### src/rtl/gen_user_clock_multi.sv
// gen_user_clock_multi
// N-channel divided-clock generator running from a single fabric clock.
// Each channel produces a ~50% duty divided clock (low phase first), a
// one-cycle tick in the last cycle of each period, and a stretched
// active-high reset held for RST_CYC divided periods. Divide ratios are
// loaded at runtime through a one-cycle write strobe and only take effect
// at a period boundary, so a period is never shortened or stretched.
// Optional feature macro: GEN_CLK_SYNC_EN (SYNC_IN phase-aligns all channels).
module gen_user_clock_multi #(
    parameter int NCH         = 2,
    parameter int CW          = 8,
    parameter int DIV_DEFAULT = 50,
    parameter int RST_CYC     = 5,
    localparam int CHW        = (NCH > 1) ? $clog2(NCH) : 1
) (
    input  logic              CLK_IN,
    input  logic              RSTN_IN,
    input  logic              CFG_WE,
    input  logic [CHW-1:0]    CFG_CH,
    input  logic [CW-1:0]     CFG_DIV,
    input  logic              SYNC_IN,
    output logic [NCH-1:0]    CLK_OUT,
    output logic [NCH-1:0]    TICK_OUT,
    output logic [NCH-1:0]    RST_OUT
);

    // Ratios below 2 cannot form a high and a low phase; clamp them to 2.
    function automatic logic [CW-1:0] eff_div(input logic [CW-1:0] v);
        return (v < CW'(2)) ? CW'(2) : v;
    endfunction

    // First count value of the high phase; odd ratios get the longer low phase.
    function automatic logic [CW-1:0] hi_start(input logic [CW-1:0] d);
        return d - (d >> 1);
    endfunction

    logic [CW-1:0]  cnt_r    [NCH];
    logic [CW-1:0]  div_r    [NCH];
    logic [CW-1:0]  pend_r   [NCH];
    logic [7:0]     pcnt_r   [NCH];
    logic [NCH-1:0] valid_r;
    logic [NCH-1:0] clk_r;
    logic [NCH-1:0] tick_r;
    logic [NCH-1:0] rst_r;

    logic [CW-1:0]  cnt_nx_s  [NCH];
    logic [CW-1:0]  div_nx_s  [NCH];
    logic [CW-1:0]  pend_nx_s [NCH];
    logic [7:0]     pcnt_nx_s [NCH];
    logic [NCH-1:0] valid_nx_s;
    logic [NCH-1:0] clk_nx_s;
    logic [NCH-1:0] tick_nx_s;
    logic [NCH-1:0] rst_nx_s;
    logic           sync_s;

`ifdef GEN_CLK_SYNC_EN
    assign sync_s = SYNC_IN;
`else
    // Without the sync feature the pin is accepted but has no function.
    logic unused_sync_s;
    assign sync_s        = 1'b0;
    assign unused_sync_s = SYNC_IN;
`endif

    // Next-state for every channel: counter, ratio apply, outputs, reset stretch.
    always_comb begin
        logic           wr_v;
        logic [CW-1:0]  pdiv_v;
        logic           pval_v;
        logic [CW-1:0]  dcur_v;
        logic [CW-1:0]  dnew_v;
        logic           wrap_v;
        logic           apply_v;
        wr_v    = 1'b0;
        pdiv_v  = '0;
        pval_v  = 1'b0;
        dcur_v  = '0;
        dnew_v  = '0;
        wrap_v  = 1'b0;
        apply_v = 1'b0;
        for (int i = 0; i < NCH; i++) begin
            // A write landing in the wrap cycle is folded in before the apply decision.
            wr_v    = CFG_WE && (int'(CFG_CH) < NCH) && (int'(CFG_CH) == i);
            pdiv_v  = wr_v ? CFG_DIV : pend_r[i];
            pval_v  = wr_v | valid_r[i];
            dcur_v  = eff_div(div_r[i]);
            wrap_v  = (cnt_r[i] == (dcur_v - CW'(1)));
            apply_v = pval_v && (wrap_v || sync_s);

            pend_nx_s[i]  = pdiv_v;
            if (apply_v) begin
                div_nx_s[i]   = pdiv_v;
                valid_nx_s[i] = 1'b0;
            end else begin
                div_nx_s[i]   = div_r[i];
                valid_nx_s[i] = pval_v;
            end

            if (wrap_v || sync_s) begin
                cnt_nx_s[i] = '0;
            end else begin
                cnt_nx_s[i] = cnt_r[i] + CW'(1);
            end

            // Outputs are registered from the next count so they line up with it.
            dnew_v       = eff_div(div_nx_s[i]);
            clk_nx_s[i]  = (cnt_nx_s[i] >= hi_start(dnew_v));
            tick_nx_s[i] = (cnt_nx_s[i] == (dnew_v - CW'(1)));

            // A ratio applied at a wrap restarts the reset stretch; sync leaves it alone.
            if (apply_v && !sync_s) begin
                rst_nx_s[i]  = 1'b1;
                pcnt_nx_s[i] = 8'd0;
            end else if (rst_r[i] && wrap_v) begin
                if (pcnt_r[i] == 8'(RST_CYC - 1)) begin
                    rst_nx_s[i]  = 1'b0;
                    pcnt_nx_s[i] = 8'd0;
                end else begin
                    rst_nx_s[i]  = 1'b1;
                    pcnt_nx_s[i] = pcnt_r[i] + 8'd1;
                end
            end else begin
                rst_nx_s[i]  = rst_r[i];
                pcnt_nx_s[i] = pcnt_r[i];
            end
        end
    end

    // Channel state registers with asynchronous reset to the startup values.
    always_ff @(posedge CLK_IN or negedge RSTN_IN) begin
        if (!RSTN_IN) begin
            for (int i = 0; i < NCH; i++) begin
                cnt_r[i]  <= '0;
                div_r[i]  <= CW'(DIV_DEFAULT);
                pend_r[i] <= CW'(DIV_DEFAULT);
                pcnt_r[i] <= 8'd0;
            end
            valid_r <= '0;
            clk_r   <= '0;
            tick_r  <= '0;
            rst_r   <= '1;
        end else begin
            for (int i = 0; i < NCH; i++) begin
                cnt_r[i]  <= cnt_nx_s[i];
                div_r[i]  <= div_nx_s[i];
                pend_r[i] <= pend_nx_s[i];
                pcnt_r[i] <= pcnt_nx_s[i];
            end
            valid_r <= valid_nx_s;
            clk_r   <= clk_nx_s;
            tick_r  <= tick_nx_s;
            rst_r   <= rst_nx_s;
        end
    end

    assign CLK_OUT  = clk_r;
    assign TICK_OUT = tick_r;
    assign RST_OUT  = rst_r;

endmodule

### config.mk
export PLATFORM = sky130hd
export DESIGN_NAME = gen_user_clock_multi
export DESIGN_NICKNAME = d
export VERILOG_FILES = /design/src/rtl/gen_user_clock_multi.sv
export SDC_FILE = /design/constraint.sdc
export NUM_CORES = 1
export LEC_CHECK = 0
export ABC_CLOCK_PERIOD_IN_PS = 10400
export CORE_MARGIN = 8
export CORE_UTILIZATION = 55
export DETAILED_ROUTE_END_ITERATION = 6
export GPL_TIMING_DRIVEN = 0
export PLACE_DENSITY = 0.74
export SETUP_SLACK_MARGIN = 0.2
export SYNTH_ARGS = -nofsm -noshare
export SYNTH_HDL_FRONTEND = slang
export SYNTH_SLANG_ARGS = --single-unit
### constraint.sdc
create_clock -name CLK_IN -period 10.4 [get_ports CLK_IN]
set_input_delay 1.04 -clock CLK_IN [delete_from_list [all_inputs] [get_ports CLK_IN]]
set_output_delay 1.04 -clock CLK_IN [all_outputs]
set_load 0.005 [all_outputs]
# Word level (Yosys, flattened, before mapping)
# Index checks and enable logic that the tools add are counted.
dict set report op_classes {
  n_addsub 10
  order_cmp 6
  eq_ne 6
  n_mux 24
  bitwise_logic 3
  n_reduce_logical 8
}
# op n
set ops {}
lappend ops {{2-to-1 mux 8 bit} 16}
lappend ops {{adder 8 x 1 -> 8 bit, second input constant} 4}
lappend ops {{== test 8 bit} 4}
lappend ops {{less-than comparator 8 x 2 -> 1 bit, second input constant} 4}
lappend ops {{subtractor 8 x 1 -> 8 bit, second input constant} 4}
lappend ops {{== test 8 x 3 -> 1 bit, second input constant} 2}
lappend ops {{>= comparator 8 bit} 2}
lappend ops {{subtractor 8 x 7 -> 8 bit} 2}
lappend ops {{2-to-1 mux 1 bit} 8}
lappend ops {{logical AND 1 bit} 6}
lappend ops {{nonzero test 2 bit} 2}
lappend ops {{bitwise OR 1 bit} 2}
lappend ops {{inverter 1 bit} 1}
dict set report totals {
  regBits 72
  input_bits 13
  word_cells 70
}

# Logic depth before layout (Yosys ltp)
# Gate-level depths: netlist of run 1.
dict set report depth {
  depth_word 10
  depth_mapped 34
  ltp_nobuf 30
}

# Worst setup path after synthesis of run 1
# Ideal clock, no wire load.
dict set report synth_timing {
  path_kind {register to register}
  from {register div_r[10] (netlist bit)}
  to {register clk_r[0] (netlist: CLK_OUT[0])}
  setup_time_ns 0.122
  t_arrival_ns 6.694
  t_required_ns 10.278
  slack_ns 3.584
  path_stages_with_launch 33
  period_less_slack_ns 6.816
  path_cell_list {dfrtp_1 > clkbuf_1 > or4_1 > o41ai_1 > ha_1 > nor3b_1 > xnor2_1 > a2111oi_0 > and3_1 > nand3_1 > clkbuf_1 > clkbuf_1 > nand2_1 > o21ai_0 > inv_1 > ha_1 > or3b_2 > clkbuf_1 > and2_1 > mux2i_1 > ha_1 > inv_1 > fa_1 > inv_1 > ha_1 > a21o_1 > a21o_1 > a21o_1 > a21o_1 > a21oi_1 > nor2b_1 > o21ai_0 > nand2b_1}
}
# item line
set synth_rtl {}
lappend synth_rtl {{start, declared} 38} ;# logic [CW-1:0] div_r [NCH];
lappend synth_rtl {{start signal, assigned by index} 134} ;# div_r[i] <= CW'(DIV_DEFAULT);
lappend synth_rtl {{start signal, assigned by index} 145} ;# div_r[i] <= div_nx_s[i];
lappend synth_rtl {{end signal, assigned} 150} ;# clk_r <= clk_nx_s;
lappend synth_rtl {{end, declared} 42} ;# logic [NCH-1:0] clk_r;

==> results of run 1 <==
==> metrics by stage <==
stage	area [um^2]	std cells	hold WS (ns)	utilization, %
floorplan	5800	668	0.464	-
detailed placement	6160	822	0.503	60.0
global placement	6140	821	0.496	59.8
global route	6400	838	0.540	62.3
CTS	6400	838	0.516	62.3
finish	6400	838	0.517	62.3
==> metal layers <==
metal | wire [um] | vias up | GRT usage (%)
met4 | 349 | 0 | 10.1
met5 | 0 | - | 0
met2 | 7060 | 140 | 35.9
met1 | 5940 | 2379 | 23.7
met3 | 619 | 31 | 2.76
li1 | - | 2397 | -
==> final cells by class <==
class,count,area (um^2),area share (%)
plain buffers,19,83.8,1.31
repair buffers,18,188,2.93
flip-flops and latches,72,1820,28.4
clock inverters,6,109,1.70
clock buffers,10,128,1.99
well taps,136,170,2.66
inverters,55,206,3.23
multi-input cells,522,3690,57.7
==> Yosys cell counts (all sizes together) (16+ instances only) <==
cell	n	area [um^2]
nand2b	18	113
o21ai	51	255
a21oi	27	135
xor2	23	201
mux2i	21	210
inv	55	206
dfrtp	58	1450
xnor2	28	245
nand3	24	120
ha	58	726
nand2	53	199
nor2	67	254
clkbuf	16	60.1
==> worst max-delay path: cells and delay by family (launching register included) <==
family / cells / cell delay, ns
buf+inv: 7 / 1.26
mux: 1 / 0.31
simple gates: 9 / 2.33
compound gates: 9 / 2.29
fa+ha+maj: 5 / 1.43
xor+xnor: 1 / 0.13
flops: 1 / 0.37
==> worst min path at each step <==
stage / cells past startpoint / end
after CTS: 2 / RST_OUT[1]
after floorplan: 2 / pend_r[0]
final: 2 / RST_OUT[1]
after detailed placement: 2 / RST_OUT[1]
after global placement: 2 / RST_OUT[1]
after global routing: 2 / RST_OUT[0]
==> cells by family (layout without fill, tap and decap cells) <==
group           count (synthesis)  after routing  share of synthesized area, %
compound gates                151            151                          17.4
xor+xnor                       52             52                          8.08
fa+ha+maj                      60             60                          13.2
buf+inv                        74            108                          5.00
flops                          72             72                          31.3
mux                            27             27                          4.79
simple gates                  232            232                          20.2
==> flip-flops by register name, summed over array words and instances (netlist names) <==
| name | flops |
|---|---|
| valid_r | 2 |
| CLK_OUT | 2 |
| pend_r | 16 |
| TICK_OUT | 2 |
| pcnt_r | 16 |
| RST_OUT | 2 |
| div_r | 16 |
| cnt_r | 16 |
==> impl_results.md, run 1 <==
- Status: completed
- Die Width: 119 um
- Yosys warning count: 0
- Rel. slew slack: 41.0%
- HPWL Detailed: 10700 um
- Hold buffer count at CTS: 0
- Setup crit start: div_r[10]
- Core ar.: 0.0103 mm^2
- Height of the die: 119 um
- Worst path required time: 10.66 ns
- Crit Path Max Fanout: 10
- Antenna violations before repair: 0
- Routed WL per cell: 16.7 um
- Die area: 0.0141 mm^2
- Min-delay src: RST_OUT[1]
- Via Count: 4947
- PortBufs: 17
- Max Clk Rate: 122 MHz
- # nets final: 770
- Inserted Diodes: 0
- IO Count: 19
- Tot GR Track Use: 20.3%
- Area delta synth->final: 10.2%
- Setup bufs post-CTS: 0
- Area of the mapped netlist: 0.00580 mm^2
- TritonCTS buffer count: 9
- Average size of a mapped cell: 8.69 um^2
- Reg2reg setup slack: 2.19 ns
- Final Hold Violating Endpoints: 0
- Commonest cells after routing, fill and taps aside: nor2_1, dfrtp_1, ha_1, inv_1, nand2_1
- Clock Path Buffers: 2
- Antenna Violating Nets Remaining: 0
- Post-synth EDFFs: 0
- Most common cell after layout, fill and taps aside: nor2_1
- Vias in the first global route: 4936
- CTS resizes: 0
- Setup CP Type: reg2reg
- Detailed Route Iter0 Violations: 468
- CP endpoint kind: register
- Clock root buffer: clkbuf_8
- CTS tree: built
- Max-cap violations: 0
- Largest net degree at the start of global routing: 40
- Post-synth cell types: 67
- CP Data Arrival Time: 8.47 ns
- Vias/cell: 5.90
- DRC: 0
- Async set-reset flop share out of synthesis: 100%
- Htree depth: 3
- Least-Margin Pin Slew: 0.876 ns
- RSZ-0062 raised after global routing: false
- Reg-to-reg critical path endpoint: CLK_OUT[0]
- Share of post-route cells with drive strength above 1: 8.55%
- Layout fillers: 899
- Clock Latency Late Sink: 0.37 ns
- Primary FF master, synth: dfrtp_1
- Gate Count Post-Synth: 668
- Cell count of the worst reg-to-reg path: 32
- CP max-delay cell: a2111oi_0
- Starting Density: 56.5%
- Reg clk slew, reported paths: 0.09 ns
- Hold crit path type: reg2reg
- Startpoint types: register
- Final Skew: 0.0174 ns
- Sequential-to-total area share from yosys stat: 31.3%
- Syn nets: 741
- Crit path largest cell delay: 0.74 ns
- #FFs+latches synth: 72
- Max-slew violations: 0
- Total gr overflow: 0
- Tmin final: 8.21 ns
- Setup ws final: 2.19 ns
- Clock sink total: 72
- Worst slack at placement: 2.38 ns
- First-pass GRT wire length: 23500 um
- Total negative slack: 0 ns
- Worst r2r src: div_r[10]
- Final Cycle Share: 79.0%
- DRT Wirelength: 14000 um
- DRT Pass-1 Iters: 5
- CP Capture Point: CLK_OUT[0]
- Final Setup Violations: 0
- FP Rows: 37
- GPL Wtd Cong: 0.928
Power of run 1 is left out: the tool's default activity adds up to more than one toggle a clock period on the data nets, which glitch-free logic cannot reach.
==> run 2, diff against run 1 <==
Settings changed: ABC_CLOCK_PERIOD_IN_PS 10400 to 6900, PLACE_DENSITY 0.74 to 0.77.
Clock period 10.4 ns to 6.9 ns, I/O delays scaled along.
==> impl_results.md, run 2 (synthesized netlist as in run 1, its figures left out) <==
- Status: completed
- CP Data Arrival Time: 7.06 ns
- TritonCTS buffer count: 9
- Final Setup Violations: 0
- FP Rows: 37
- Via Count: 5453
- Starting Density: 56.5%
- DRT Wirelength: 16600 um
- Clock Latency Late Sink: 0.36 ns
- Placed Area: 0.00618 mm^2
- Clock Path Buffers: 2
- Vias in the first global route: 5287
- Die area: 0.0141 mm^2
- Crit path largest cell delay: 0.54 ns
- Max-cap violations: 0
- Final Hold Violating Endpoints: 0
- CTS tree: built
- Most common cell after layout, fill and taps aside: nor2_1
- Final Skew: 0.0186 ns
- Met3 Use GR: 3.14%
- GPL Wtd Cong: 0.943
- Htree depth: 3
- GR peak layer: met2
- Total gr overflow: 0
- CP endpoint kind: register
- Vias/cell: 6.17
- Least-Margin Pin Slew: 1.11 ns
- Crit Path Max Fanout: 8
- Tmin final: 6.80 ns
- Height of the die: 119 um
- Largest net degree at the start of global routing: 70
- Antenna Violating Nets Remaining: 0
- PortBufs: 17
- Clock sink total: 72
- Rel. slew slack: 25.8%
- Max-slew violations: 0
- Core ar.: 0.0103 mm^2
- First-pass GRT wire length: 25300 um
- Commonest cells after routing, fill and taps aside: nor2_1, dfrtp_1, inv_1, ha_1, nand2_1
- GRT met1 Usage: 25.0%
- Max Clk Rate: 147 MHz
- Area delta synth->final: 24.0%
- Reg clk slew, reported paths: 0.09 ns
- RSZ-0062 raised after global routing: true
- Share of post-route cells with drive strength above 1: 22.3%
- Setup ws final: 0.103 ns
- HPWL Detailed: 10800 um
- Worst slack at placement: -1.19 ns
- Area of the multi-input gates: 0.00407 mm^2
- Antenna violations before repair: 0
- Routed WL per cell: 18.8 um
- DRT Pass-1 Iters: 7
- Setup CP Type: reg2reg
- IO Count: 19
- CP max-delay cell: or4_4
- Hold crit path type: in2async
- Layout fillers: 763
- Final instance area: 0.00720 mm^2
- Startpoint types: register
- Detailed Route Iter0 Violations: 502
- Total negative slack: 0 ns
- Final Cycle Share: 98.5%
- # nets final: 816
- Inserted Diodes: 0
- DRC: 0
- Clock root buffer: clkbuf_8
- Die Width: 119 um
- Met2 Use GR: 37.8%
- Sequential Area: 0.00182 mm^2
- Worst path required time: 7.16 ns
- Tot GR Track Use: 21.7%
## run 2: cell count changes in the layout (fill, tap and decap cells not counted), moves of 4 or more
cell	previous run	this run
ha_2	0	5
clkbuf_1	17	9
ha_1	58	50
buf_4	2	47
nand2_1	53	49
o21ai_0	48	44
nor2_1	66	61
## run 2: final cells by class
cell class / count / area share [%]
Clock buffer: 9 / 1.72
Sequential cell: 72 / 25.3
Buffer: 17 / 1.86
Timing Repair Buffer: 66 / 7.94
Inverter: 55 / 2.92
Clock inverter: 7 / 1.41
Multi-Input combinational cell: 522 / 56.5
Tap cell: 136 / 2.36
## run 2: critical path, delay by kind of cell (launching register included)
family | cells | cell delay (ns)
multiplexers | 1 | 0.35
buffers and inverters | 4 | 0.57
adder cells (fa/ha/maj) | 3 | 0.62
AND/OR/NAND/NOR | 9 | 2.27
flip-flops | 1 | 0.46
AO/OA/AOI/OAI | 11 | 2.41
## run 2: through the flow
stage	util (%)	hold slack, ns	cells
global placement	59.9	0.501	821
floorplan	-	0.394	668
global route	70.1	0.107	884
detailed placement	60.2	0.503	822
CTS	66.0	0.109	856
finish	70.1	0.123	884
## run 2: final timing paths
kind	startpoint	endpoint	slack, ns	cells after the start
max in group asynchronous	RSTN_IN	div_r[1]	6.20	2
worst min-delay path	RSTN_IN	pcnt_r[10]	0.12	1
min in group CLK_IN	RST_OUT[1]	RST_OUT[1]	0.52	2
worst max-delay path	div_r[4]	TICK_OUT[1]	0.10	28
worst min register to register	RST_OUT[1]	RST_OUT[1]	0.52	2
worst max register to register	div_r[4]	TICK_OUT[1]	0.10	28
## run 2: layer usage
metal,vias to the layer above,part of all wire (%),wire [um]
li1,2492,-,-
met2,261,50,8320
met3,83,5.8,965
met1,2617,39,6450
met5,-,0,0
met4,0,5.1,852
## run 2: what timing repair did
item / 4_1_cts / 5_1_grt
hold buffers: 0 / 0
pin swaps: 19 / 39
setup buffers: 20 / 28
setup endpoints to repair: 3 / 3
cloned: 0 / 0
gates resized for setup: 57 / 45
Power of run 2 is left out for the same reason.
==> run 3, diff against run 2 <==
Settings changed: GPL_ROUTABILITY_DRIVEN from default to 0, SETUP_SLACK_MARGIN 0.2 to default.
==> impl_results.md, run 3 (synthesized netlist as in run 1, its figures left out) <==
- DRT Wirelength: 15200 um
- Vias/cell: 6.05
- IO Count: 19
- Hold buffer count at CTS: 0
- Setup crit start: div_r[6]
- DRT Pass-1 Iters: 7
- Routed WL per cell: 17.5 um
- Clock root buffer: clkbuf_8
- Least-Margin Pin Slew: 1.09 ns
- Layout Utilization: 66.5%
- Detailed Route Iter0 Violations: 614
- DRC: 0
- Final Skew: 0.0149 ns
- CP Data Arrival Time: 6.97 ns
- Final instance area: 0.00684 mm^2
- Tmin final: 6.71 ns
- Die Width: 119 um
- Via Count: 5235
- Commonest cells after routing, fill and taps aside: nor2_1, dfrtp_1, inv_1, nand2_1, ha_1
- Setup CP Type: reg2reg
- CP endpoint kind: register
- CTS tree: built
- Clock sink total: 72
- Core ar.: 0.0103 mm^2
- Worst slack at placement: -1.15 ns
- Most common cell after layout, fill and taps aside: nor2_1
- Placed Area: 0.00617 mm^2
- Antenna violations before repair: 0
- HPWL Detailed: 10600 um
- Startpoint types: register
- Total gr overflow: 0
- Max-cap violations: 0
- Worst path required time: 7.16 ns
- Clock Latency Late Sink: 0.36 ns
- Hold Slack: 0.332 ns
- Reg clk slew, reported paths: 0.09 ns
- Starting Density: 56.5%
- Hold crit path type: in2async
- Die area: 0.0141 mm^2
- Area delta synth->final: 17.8%
- Final Hold Violating Endpoints: 0
- Setup ws final: 0.188 ns
- Worst r2r src: div_r[6]
- Tot GR Track Use: 20.7%
- Inserted Diodes: 0
- Final Cycle Share: 97.3%
- FP Rows: 37
- Htree depth: 3
- Crit Path Max Fanout: 7
- # nets final: 797
- Max-slew violations: 0
- Max Clk Rate: 149 MHz
- Antenna Violating Nets Remaining: 0
- Clock Path Buffers: 2
- First-pass GRT wire length: 24300 um
- Rel. slew slack: 27.6%
- Largest net degree at the start of global routing: 73
- PortBufs: 17
- Layout fillers: 817
- Share of post-route cells with drive strength above 1: 17.8%
- Status: completed
- Vias in the first global route: 5140
- Final Setup Violations: 0
- TritonCTS buffer count: 9
- Height of the die: 119 um
## run 3: final timing paths
| kind | cells past startpoint | to | slack [ns] |
|---|---|---|---|
| min | 2 | pcnt_r[11] | 0.33 |
| min in group CLK_IN | 2 | RST_OUT[0] | 0.51 |
| max | 27 | TICK_OUT[1] | 0.19 |
| max in group asynchronous | 2 | div_r[4] | 6.23 |
| max reg2reg | 27 | TICK_OUT[1] | 0.19 |
| min reg2reg | 2 | RST_OUT[0] | 0.51 |
## run 3: area by class of cell
type | instances | area (um^2) | share of cell area, %
plain buffers | 15 | 95.1 | 1.39
clock inverters | 6 | 68.8 | 1.01
repair buffers | 49 | 428 | 6.26
multi-input cells | 522 | 3920 | 57.3
well taps | 136 | 170 | 2.49
clock buffers | 10 | 128 | 1.87
inverters | 55 | 206 | 3.02
flip-flops and latches | 72 | 1820 | 26.7
## run 3: repair_timing
item,in CTS,in global routing
endpoints found under the hold margin,0,0
gates resized for setup,32,36
pin swaps,4,19
setup endpoints to repair,4,3
buffers inserted,4,27
## run 3: stage by stage
step	std cells	TNS, ns
3_5_place_dp	822	-3.00
2_1_floorplan	668	0
4_1_cts	839	0
6_report	865	0
3_3_place_gp	821	-2.41
5_1_grt	865	-0.194
## run 3: worst max-delay path, cell delays in order, from the launching register on
cell and delay, ns:
dfrtp_2 0.44, or4_4 0.56, o41ai_4 0.37, ha_4 0.26, xnor2_1 0.13, a311oi_1 0.29, nand3_1 0.20, a2111o_1 0.46
buf_6 0.16, nor2_4 0.13, buf_6 0.14, nor2_1 0.04, a21o_1 0.23, ha_2 0.21, nand2_2 0.09, and4b_2 0.26
or2_2 0.33, nor3_4 0.23, nor2_2 0.08, ha_2 0.24, o21ai_2 0.21, a21boi_2 0.10, a21boi_1 0.15, a221oi_2 0.40
nand3_1 0.18, a2111oi_2 0.33, a311oi_1 0.10, nor4bb_1 0.28
## run 3: per-layer routing
metal	part of all wire [%]	vias to the layer above	track usage (%)
met5	0	-	0
met4	4.3	0	12.6
met3	5.3	68	3.52
met2	50	221	35.4
met1	41	2492	23.7
li1	-	2454	-
Power of run 3 is left out for the same reason.
